**config.mk**
```make
export PLATFORM = sky130hd
export DESIGN_NAME = scpu_sequencer
export DESIGN_NICKNAME = d
export VERILOG_FILES = /design/src/rtl/scpu_sequencer.sv
export SDC_FILE = /design/constraint.sdc
export NUM_CORES = 1
export LEC_CHECK = 0
export CELL_PAD_IN_SITES_DETAIL_PLACEMENT = 1
export CELL_PAD_IN_SITES_GLOBAL_PLACEMENT = 1
export CORE_MARGIN = 1.5
export CORE_UTILIZATION = 37
export CTS_BUF_LIST = sky130_fd_sc_hd__clkbuf_16
export DETAILED_ROUTE_END_ITERATION = 10
export PLACE_DENSITY = 0.83
export SETUP_SLACK_MARGIN = 0.2
export SLEW_MARGIN = 20
export SYNTH_ARGS = -nofsm -noshare
export SYNTH_HDL_FRONTEND = slang
export SYNTH_SLANG_ARGS = --single-unit
```
**constraint.sdc**
```tcl
create_clock -name clk -period 2.2 [get_ports clk]
set_input_delay 0.44 -clock clk [delete_from_list [all_inputs] [get_ports clk]]
set_output_delay 0.44 -clock clk [all_outputs]
set_load 0.02 [all_outputs]
```
**src/rtl/scpu_sequencer.sv**
```systemverilog
// scpu_sequencer: multi-cycle fetch/decode/exec control with PC, run/halt and fetch-timeout fault.
// Optional single-step mode via `SCPU_SINGLE_STEP_EN`.
module scpu_sequencer #(
    parameter int unsigned FETCH_TIMEOUT = 15
) (
    input  logic       clk,
    input  logic       rst,
    input  logic       run,
`ifdef SCPU_SINGLE_STEP_EN
    input  logic       step,
`endif
    output logic       imem_req,
    output logic [3:0] imem_addr,
    input  logic       imem_ack,
    input  logic [7:0] imem_data,
    input  logic       equal,
    output logic       add,
    output logic       li,
    output logic       reg_we,
    output logic [3:0] imm,
    output logic [3:0] pc,
    output logic       halted,
    output logic       fault
);
    typedef enum logic [2:0] {IDLE, FETCH, DECODE, EXEC, HALT} state_t;

    localparam logic [3:0] OP_ADD  = 4'h1;
    localparam logic [3:0] OP_LI   = 4'h2;
    localparam logic [3:0] OP_HALT = 4'hF;
    localparam logic [7:0] TIMEOUT = FETCH_TIMEOUT[7:0];

    state_t     state_q, state_d;
    logic [3:0] pc_q, pc_d;
    logic [7:0] ir_q, ir_d;
    logic [7:0] cnt_q, cnt_d;
    logic       fault_q, fault_d;
    logic       add_q, add_d;
    logic       li_q, li_d;
    logic       start;
    state_t     exec_next;

    wire [3:0] op      = ir_q[7:4];
    wire [7:0] cnt_inc = cnt_q + 8'd1;

`ifdef SCPU_SINGLE_STEP_EN
    logic step_q;
    always_ff @(posedge clk or posedge rst)
        if (rst) step_q <= 1'b0;
        else     step_q <= step;
    // Edges seen outside IDLE are consumed by step_q and never reach the FSM.
    assign start     = run & step & ~step_q;
    assign exec_next = IDLE;
`else
    assign start     = run;
    assign exec_next = run ? FETCH : IDLE;
`endif

    always_ff @(posedge clk or posedge rst) begin
        if (rst) begin
            state_q <= IDLE;
            pc_q    <= '0;
            ir_q    <= '0;
            cnt_q   <= '0;
            fault_q <= 1'b0;
            add_q   <= 1'b0;
            li_q    <= 1'b0;
        end else begin
            state_q <= state_d;
            pc_q    <= pc_d;
            ir_q    <= ir_d;
            cnt_q   <= cnt_d;
            fault_q <= fault_d;
            add_q   <= add_d;
            li_q    <= li_d;
        end
    end

    // Counter is zero outside FETCH, so it starts clean on every entry.
    always_comb begin
        state_d = state_q;
        pc_d    = pc_q;
        ir_d    = ir_q;
        cnt_d   = '0;
        fault_d = fault_q;
        add_d   = 1'b0;
        li_d    = 1'b0;
        case (state_q)
            IDLE:    state_d = start ? FETCH : IDLE;
            FETCH: begin
                if (imem_ack) begin
                    ir_d    = imem_data;
                    state_d = DECODE;
                end else if (cnt_inc == TIMEOUT) begin
                    fault_d = 1'b1;
                    state_d = HALT;
                end else begin
                    cnt_d = cnt_inc;
                end
            end
            DECODE: begin
                state_d = (op == OP_HALT) ? HALT : EXEC;
                add_d   = (op == OP_ADD);
                li_d    = (op == OP_LI);
            end
            EXEC: begin
                pc_d    = ((add_q | li_q) & equal) ? ir_q[3:0] : pc_q + 4'd1;
                state_d = exec_next;
            end
            HALT:    state_d = HALT;
            default: state_d = IDLE;
        endcase
    end

    assign imem_req  = (state_q == FETCH);
    assign imem_addr = pc_q;
    assign add       = add_q;
    assign li        = li_q;
    assign reg_we    = add_q | li_q;
    assign imm       = ir_q[3:0];
    assign pc        = pc_q;
    assign halted    = (state_q == HALT);
    assign fault     = fault_q;
endmodule
```
==> results.ini <==
[sta]
whs_ns = 0.471
setup_viol = 0
period_share_pct = 87.7
rsz0062_at_grt = no
drv_slew = 0
slew_headroom_pct = 59.4
fmax_mhz = 518
worstMarginPinSlew_ns = 0.605
period_needed_ns = 1.93
timing.setup.tns_ns = 0
fin_worst_skew_ns = 0.00745
hold_viol = 0

[clock_tree]
cts_max_level = 1
post_cts.repair.setup_buffers = 0
clock-sinks = 26
cts_made_buffers = 3
insertion_delay_ns = 0.26
cts_buffer_depth = 2
root_buffer = clkbuf_16
clk_pin_slew_worst_paths_ns = 0.07
cts_tree = built

[setup_path]
worstPathMaxFanout = 3
r2r_slack_ns = 0.35
crit_arrival_ns = 1.49
startpoint = li
cp-start-kind = register
critPathKind = register to primary output
required_ns = 1.76
end_kind = primary output
r2r-start = cnt_q[0]

[place]
place_hpwl_um = 2210
portBuffers = 30
gp_congestion = 0.727

[logic_synthesis]
synthCells = 116
synth_seq_cells = 26
synth.most_common_cell = dfrtp_1
synth_top_area_share_pct = 51.4
ys.flop_type = dfrtp_1
async_flop_share_pct = 100
yosys.cell_types.count = 37
yosys.area.top_type = dfrtp_1
synth-warning-count = 0
netlist_area_um2 = 1270
syn_avg_cell_area_um2 = 10.9
synthesis.nets = 132
ys_top_cells_by_count = 26 x dfrtp_1, 14 x nor2_1, 8 x buf_4, 8 x mux2_2, 6 x nand3_1
ys_seq_area_share_pct = 51.4
yosys-top-cells-area = dfrtp_1 51%, mux2_2 7.1%, buf_4 4.7%
synth_edf_count = 0

[grt]
grt_pass1_vias = 1043
grt_max_degree = 27
grt_overflow = 0
antenna_found_initial = 0
grt_pass1_wl_um = 4840
grt_use_total_pct = 17.9

[detailed_routing]
wl_met1_um = 1070
vias = 961
via_per_inst = 5.14
drt_pass1_iterations = 3
drt-wirelength-per-cell_um = 15.9
top_layer = met4
finalWirelength_um = 2980
routed-wl-met3_um = 124
antenna_left = 0
wl_met2_um = 1740
drc = 0
drt_first_iter_violations = 33

[floorplanning]
start_util_pct = 38.2
ioPinCount = 31
dieArea_um2 = 3780
die_y_um = 61.5
die_w_um = 61.5
fp-row-count = 21
core_um2 = 3310

[hold_path]
min-delay-start = fault
hp-class = register to register

[power]
max-vdd-ir-drop_uv = 566
total_power_mw = 2.16
p_leak_nw = 0.715
power_per_cell_area_nw_per_um2 = 1290

[finish]
syn2layout_area_growth_pct = 32.4
fin_util_pct = 50.6
diodes = 0
layout-drive-gt1-share_pct = 13.5
fin_nets = 158

[outcome]
status = completed

[flow_run]
max_cap_violations = 0

==> cell usage in the layout (no fill, tap or decap), drive strengths merged <==
master,n
o2bb2ai,1
or2,1
nand2,4
clkdlybuf4s50,28
a221o,1
mux2i,1
o22a,3
and2,1
a21o,1
or3,1
ha,3
dlygate4sd2,2
buf,2
and3,2
nand3,6
nor3b,3
dfrtp,26
inv,3
nand3b,3
xnor2,2
or3b,1
bufinv,1
mux2,8
nand4,1
clkbuf,3
a31o,1
or4,2
o21a,1
xor2,4
a31oi,1
a21oi,3
o21ai,3
nor2,14
nor3,1
nand2b,3
==> flip-flops by register name, indices dropped and copies added, names as in the netlist <==
| name | count |
|---|---|
| cnt_q | 8 |
| ir_q | 8 |
| imem_addr | 4 |
| state_q | 3 |
| add | 1 |
| fault | 1 |
| li | 1 |
==> layer usage <==
layer  GRT usage [%]  vias to the layer above
met3            3.57                        6
met5               0                        -
met4            6.99                        0
met1            18.1                      483
li1                -                      449
met2            35.3                       23
==> area by class of cell <==
| cell class | instances | area [um^2] |
|---|---|---|
| clock inverter | 1 | 30.0 |
| tap | 46 | 57.6 |
| inverter | 3 | 11.3 |
| multi-input combinational | 76 | 539 |
| fill | 368 | 1630 |
| timing repair buffer | 32 | 313 |
| sequential | 26 | 651 |
| clock buffer | 3 | 75.1 |
==> path summary, 6_finish.rpt <==
| kind | to | cells past startpoint |
|---|---|---|
| min in group asynchronous | ir_q[6] | 3 |
| max reg2reg | state_q[0] | 6 |
| max in group asynchronous | ir_q[0] | 3 |
| max | reg_we | 2 |
| min reg2reg | fault | 1 |
| min | fault | 1 |
==> worst max-delay path: stages, from the launching register on <==
cell and delay [ns]:
dfrtp_1 0.40, or2_2 0.29, clkdlybuf4s50_1 0.53
==> per-stage QoR <==
step	instances	setup slack [ns]	instance area, um^2
6_report	187	0.271	1680
5_1_grt	187	0.222	1680
4_1_cts	187	0.256	1670
3_5_place_dp	183	0.282	1570
3_3_place_gp	183	0.315	1570
2_1_floorplan	116	0.432	1270
==> timing repair <==
item,CTS,global route
setup endpoints to repair,2,2
resized for setup,2,1
pin swaps,0,1
hold endpoints to repair,0,0
hold buffers,0,0
==> cell families (layout without fill, tap and decap cells) <==
| family | after synthesis | count (layout) | share of synthesized area, % |
|---|---|---|---|
| flip-flops | 26 | 26 | 51.4 |
| XOR/XNOR | 6 | 6 | 4.15 |
| AO/OA/AOI/OAI | 15 | 15 | 8.60 |
| adder cells (fa/ha/maj) | 3 | 3 | 2.96 |
| AND/OR/NAND/NOR | 43 | 43 | 18.4 |
| multiplexers | 9 | 9 | 7.91 |
| buffers and inverters | 14 | 39 | 6.62 |
==> report_power, final <==
| group | internal, mW | switching, mW |
|---|---|---|
| Sequential | 0.620 | 0.146 |
| Clock | 0.362 | 0.175 |
| Combinational | 0.431 | 0.425 |
Power figures use the tool's default switching activity.
==> RTL edit 1, RTL diff (same flow settings) <==
The option `SCPU_SINGLE_STEP_EN` is turned on by a define.
--- a/src/rtl/scpu_sequencer.sv
+++ b/src/rtl/scpu_sequencer.sv
@@ -1,5 +1,7 @@
 // scpu_sequencer: multi-cycle fetch/decode/exec control with PC, run/halt and fetch-timeout fault.
 // Optional single-step mode via `SCPU_SINGLE_STEP_EN`.
+`define SCPU_SINGLE_STEP_EN
+
 module scpu_sequencer #(
     parameter int unsigned FETCH_TIMEOUT = 15
 ) (
Ports: changed (added step); port bits go from 31 to 32. The function was not compared with the original's and may differ.
==> RTL edit 1 against the original RTL <==
Setup slack better by 0.0013 ns. Final area up 1.6%. Wire length down 6.0%. Sequential power up 4.6%. Sequential cell count up 1. Clock power down 24%. Total power down 4.5%. Synthesized area up 3.0%. Synthesized cell count up 2.6%. Largest power group unchanged.
==> RTL edit 1: results (changes against the original RTL) <==
Run status
The flow ran to the end, and the final reports show no timing, DRC or antenna violations.

Layout
The number of logic inverters in the finished layout is 3 (unchanged). The count of nets after finishing is 164 (+3.8%). The storage element area is 676.9 µm² (+4.0%). The proportion of cell area occupied by multi-input gates is 0.3189 (-0.002757).

The clock network contribution to total cell area is 0.04702 (-0.01566). The multi-input combinational cell count is 78 (+2.6%). The layout cell share with drive strength beyond 1 is 0.1370 (+0.002235). The non-clock buffer count in the final layout was 34 (+6.3%). The non-clock buffer area fraction after layout came to 0.1962 (+0.009612). The number of fillers in the final layout is 390 (+6.0%).

Detailed routing
The iteration-0 DRC count of the detailed router was 33 (unchanged). The first-pass detailed-route iteration total came to 4 (+1). The via density per instance was 5.073 (-1.3%).

The final wirelength came to 2803 µm (-6.0%).

CTS
The number of H-tree levels is 1 (unchanged).

Power
The leakage power figure was 0.7085 nW (-0.90%). The worst-case vdd ir drop came to 0.3535 mV (-38%).

GRT
The first-pass GRT wire length was 5002 µm (+3.3%). The global-route usage over all layers is 0.1579 (-0.02151). The maximum number of pins on one net before global-route repair is 28 (+3.7%).

The number of global-route vias before repair is 1119 (+7.3%).

Place
The post-placement worst setup slack came to 0.2872 ns (+0.005158 ns). The total of buffers placed on input and output ports is 31 (+3.3%). The last weighted congestion value of the routability-driven placer is 0.8277 (+14%). The final HPWL from detailed placement is 2153 µm (-2.4%).

STA
The worst clock skew is 0.004371 ns (-0.003075 ns). The final number of hold-violating endpoints is 0 (unchanged). The worst-case headroom to the max-slew limit is 0.5898 (-0.004206).

Synth
The total of flip-flops plus latches after synthesis is 27 (+3.8%). In the post-synthesis netlist, the biggest area contributors are sky130_fd_sc_hd__dfrtp_1 (52%), sky130_fd_sc_hd__mux2_2 (6.9%), sky130_fd_sc_hd__buf_4 (5.8%), sky130_fd_sc_hd__ha_1 (2.9%), sky130_fd_sc_hd__a21oi_1 (2.7%). The most common flop cell mapped by yosys is sky130_fd_sc_hd__dfrtp_1. The synthesized net count is 136 (+3.0%). In the synthesized netlist, the cells that appear most often are sky130_fd_sc_hd__dfrtp_1 (27), sky130_fd_sc_hd__buf_4 (10), sky130_fd_sc_hd__mux2_2 (8), sky130_fd_sc_hd__nand2_1 (8), sky130_fd_sc_hd__a21oi_1 (7).

The portion of the post-synthesis area used by sequential elements is 0.5182 (+0.004400). The synthesis warning total came to 0 (unchanged). The number of library cell types mapped by synthesis is 35 (-5.4%).
RTL edit 1: changes by cell type after synthesis, sizes merged, moves of 2 or more:
cell | before | now
nand2 | 4 | 8
nor2b | 0 | 2
xor2 | 4 | 2
nand3 | 6 | 4
nor2 | 14 | 6
nor3 | 1 | 5
a21oi | 3 | 7
nand2b | 3 | 1
RTL edit 1: power breakdown:
part | switching [mW] | internal (mW) | leakage, nW
Sequential | 0.157 | 0.645 | 0.343
Clock | 0.165 | 0.245 | 0.0409
Combinational | 0.405 | 0.445 | 0.324
Total | 0.727 | 1.34 | 0.708
RTL edit 1: cells by family after synthesis:
kind of cell               Yosys count  synth area share
adders and majority gates            3           0.02879
DFF                                 27            0.5182
AOI/OAI and AO/OA                   19           0.09309
muxes                                9           0.07678
buffers and inverters               14           0.06909
xor gates and xnor gates             4           0.02688
and+or+nand+nor                     43            0.1872
RTL edit 1: stage by stage:
step	utilization	cell area, µm²	hold WS [ns]	instances
finish	0.5063	1703	0.4874	192
global route	0.5063	1703	0.5078	192
CTS	0.5052	1699	0.4915	192
detailed placement	0.4803	1615	0.4721	188
global placement	0.4803	1615	0.4665	188
floorplan	-	1304	0.4393	119
RTL edit 1: final timing paths:
check,from,end,slack (ns),cells after the start
worst max-delay path,li,reg_we,0.27,2
worst min-delay path,fault,fault,0.49,1
worst max register to register,cnt_q[0],state_q[0],0.35,5
worst min register to register,fault,fault,0.49,1
max in group asynchronous,rst,state_q[0],1.38,3
min in group asynchronous,rst,ir_q[1],0.54,3
RTL edit 1: routing by layer:
metal / global-route usage / wire length, µm
met2: 0.3125 / 1574
met3: 0.02899 / 103
met1: 0.1725 / 1110
met4: 0.03611 / 15
met5: 0 / 0
==> RTL edit 2, RTL diff (same settings) <==
Made on the original files. Re-encode `state_t` (5 states) as one-hot, 5 bits wide.
--- a/src/rtl/scpu_sequencer.sv
+++ b/src/rtl/scpu_sequencer.sv
@@ -22,7 +22,7 @@
     output logic       halted,
     output logic       fault
 );
-    typedef enum logic [2:0] {IDLE, FETCH, DECODE, EXEC, HALT} state_t;
+    typedef enum logic [4:0] {IDLE = 5'b00001, FETCH = 5'b00010, DECODE = 5'b00100, EXEC = 5'b01000, HALT = 5'b10000} state_t;
 
     localparam logic [3:0] OP_ADD  = 4'h1;
     localparam logic [3:0] OP_LI   = 4'h2;
Check against the original RTL: no difference found for any inputs over 10 cycles, from zero or initial values and one cycle with rst high; not proved beyond that.
==> RTL edit 2 against the original RTL <==
Sequential cell count increased by 2. Total power decreased by 25%. Clock power decreased by 23%. Combinational power decreased by 45%. Critical path depth increased by 1. Largest power group is now registers. Synthesized area increased by 10%. Wire length increased by 0.91%. Critical endpoint is now imem_req. Final area increased by 7.2%. Setup slack got worse by 0.0092 ns. Global-route usage decreased by 0.88 points.
==> RTL edit 2: results (changes against the original RTL) <==
Worst setup path
The biggest fanout along the worst timing path is 4 (+1). The worst reg2reg path depth is 4 (-2). The worst reg-to-reg setup slack came to 0.30 ns (-0.05 ns). The endpoint of the lowest-slack register-to-register path is add. The origin of the critical flop-to-flop path is state_q[3].

Synth
The mean post-synth cell area is 10.73 µm² (-1.7%). The portion of the post-synthesis area used by sequential elements is 0.5031 (-0.01069). The number of library cell types mapped by synthesis is 35 (-5.4%). By count the netlist is led by sky130_fd_sc_hd__dfrtp_1 (27), sky130_fd_sc_hd__nor2_1 (17), sky130_fd_sc_hd__buf_4 (8), sky130_fd_sc_hd__mux2_2 (8), sky130_fd_sc_hd__nand2_1 (8). In the post-synthesis netlist, the biggest area contributors are sky130_fd_sc_hd__dfrtp_1 (48%), sky130_fd_sc_hd__mux2_2 (6.5%), sky130_fd_sc_hd__nor2_1 (4.6%), sky130_fd_sc_hd__buf_4 (4.3%), sky130_fd_sc_hd__xor2_1 (3.1%).

Detailed routing
The iteration-0 DRC count of the detailed router is 13 (-61%). The first-pass detailed-route iteration total came to 4 (+1). The routed length per placed instance is 14.61 µm (-8.4%).

The count of vias placed by the detailed router is 1063 (+11%). The final wirelength is 3009 µm (+0.91%).

Run status
The run finished with clean final reports.

Place
The post-placement cell count is 202 (+10%). The last weighted congestion value of the routability-driven placer is 0.8481 (+17%). The instance area after placement came to 1714 µm² (+9.4%).

STA
The worst clock skew is 0.006500 ns (-0.0009463 ns). The actual slew at the worst max-slew pin is 0.4689 ns (-0.1360 ns).

Layout
The number of diodes came to 0 (unchanged). The number of fillers in the final layout is 406 (+10%). The layout cell share with drive strength beyond 1 was 0.1582 (+0.02348). The count of nets after finishing is 175 (+11%).

Power
The worst-case vdd ir drop is 0.4181 mV (-26%). The leakage power figure is 0.7841 nW (+9.7%).

GRT
The first-pass GRT wire length is 5513 µm (+14%). The global-route usage over all layers came to 0.1706 (-0.008770). The number of global-route vias before repair is 1152 (+10%).
RTL edit 2: how the worst max path moves through the flow:
stage	start	to	slack, ns	cells after the start
4_1_cts	state_q[3]	imem_req	0.11	3
6_report	state_q[3]	imem_req	0.26	3
3_3_place_gp	state_q[3]	imem_req	0.15	3
3_5_place_dp	state_q[3]	imem_req	0.11	3
2_1_floorplan	state_q[3]	ir_q[0]	0.24	4
5_1_grt	state_q[3]	imem_req	0.20	3
RTL edit 2: through the flow:
stage                     hold WS [ns]    util  total power [mW]  worst slack [ns]
after detailed placement        0.4520  0.4718             1.226            0.1130
after floorplan                 0.4462       -             1.058            0.2379
after CTS                       0.4683  0.4952             1.644            0.1139
final                           0.4605  0.4945             1.617            0.2619
after global placement          0.4427  0.4718             1.186            0.1468
after global routing            0.4884  0.4945             1.714            0.1997
RTL edit 2: cell families (layout without fill, tap and decap cells):
| logic type | Yosys count | in the layout | share of synthesized area |
|---|---|---|---|
| flip-flops | 28 | 28 | 0.5031 |
| XOR/XNOR | 6 | 6 | 0.03767 |
| multiplexers | 10 | 10 | 0.07893 |
| AO/OA/AOI/OAI | 17 | 17 | 0.07802 |
| AND/OR/NAND/NOR | 53 | 53 | 0.2188 |
| adder cells (fa/ha/maj) | 3 | 3 | 0.02691 |
| buffers and inverters | 13 | 41 | 0.05650 |
RTL edit 2: power by group:
group	leakage (nW)	internal, mW	switching [mW]
sequential	0.362	0.629	0.109
clock	0.0385	0.244	0.169
combinational	0.384	0.255	0.212
RTL edit 2: layout make-up:
type                            count  area share
Clock inverter                      1    0.002089
Sequential cell                    28      0.3907
Clock buffer                        3     0.04178
Timing Repair Buffer               33      0.1762
Inverter                            4    0.008357
Multi-Input combinational cell     89      0.3475
Tap cell                           48     0.03343
RTL edit 2: timing repair:
action                                 4_1_cts  5_1_grt
endpoints found under the hold margin        0        0
setup buffers                                0        0
hold buffers                                 0        0
resized for setup                            4        2
setup endpoints to repair                    6        9
RTL edit 2: layer usage:
metal  global-route usage  vias up  wire length, µm
li1                     -      501                -
met1               0.1980      534             1248
met2               0.3177       23             1620
met3              0.02641        5              100
met4              0.05585        0               39
met5                    0        -                0
RTL edit 2: critical path, cell delays in order, from the launching register on:
cell and delay (ns):
sky130_fd_sc_hd__dfrtp_1 0.42, sky130_fd_sc_hd__or3_4 0.43, sky130_fd_sc_hd__nor3b_2 0.19, sky130_fd_sc_hd__clkbuf_2 0.19
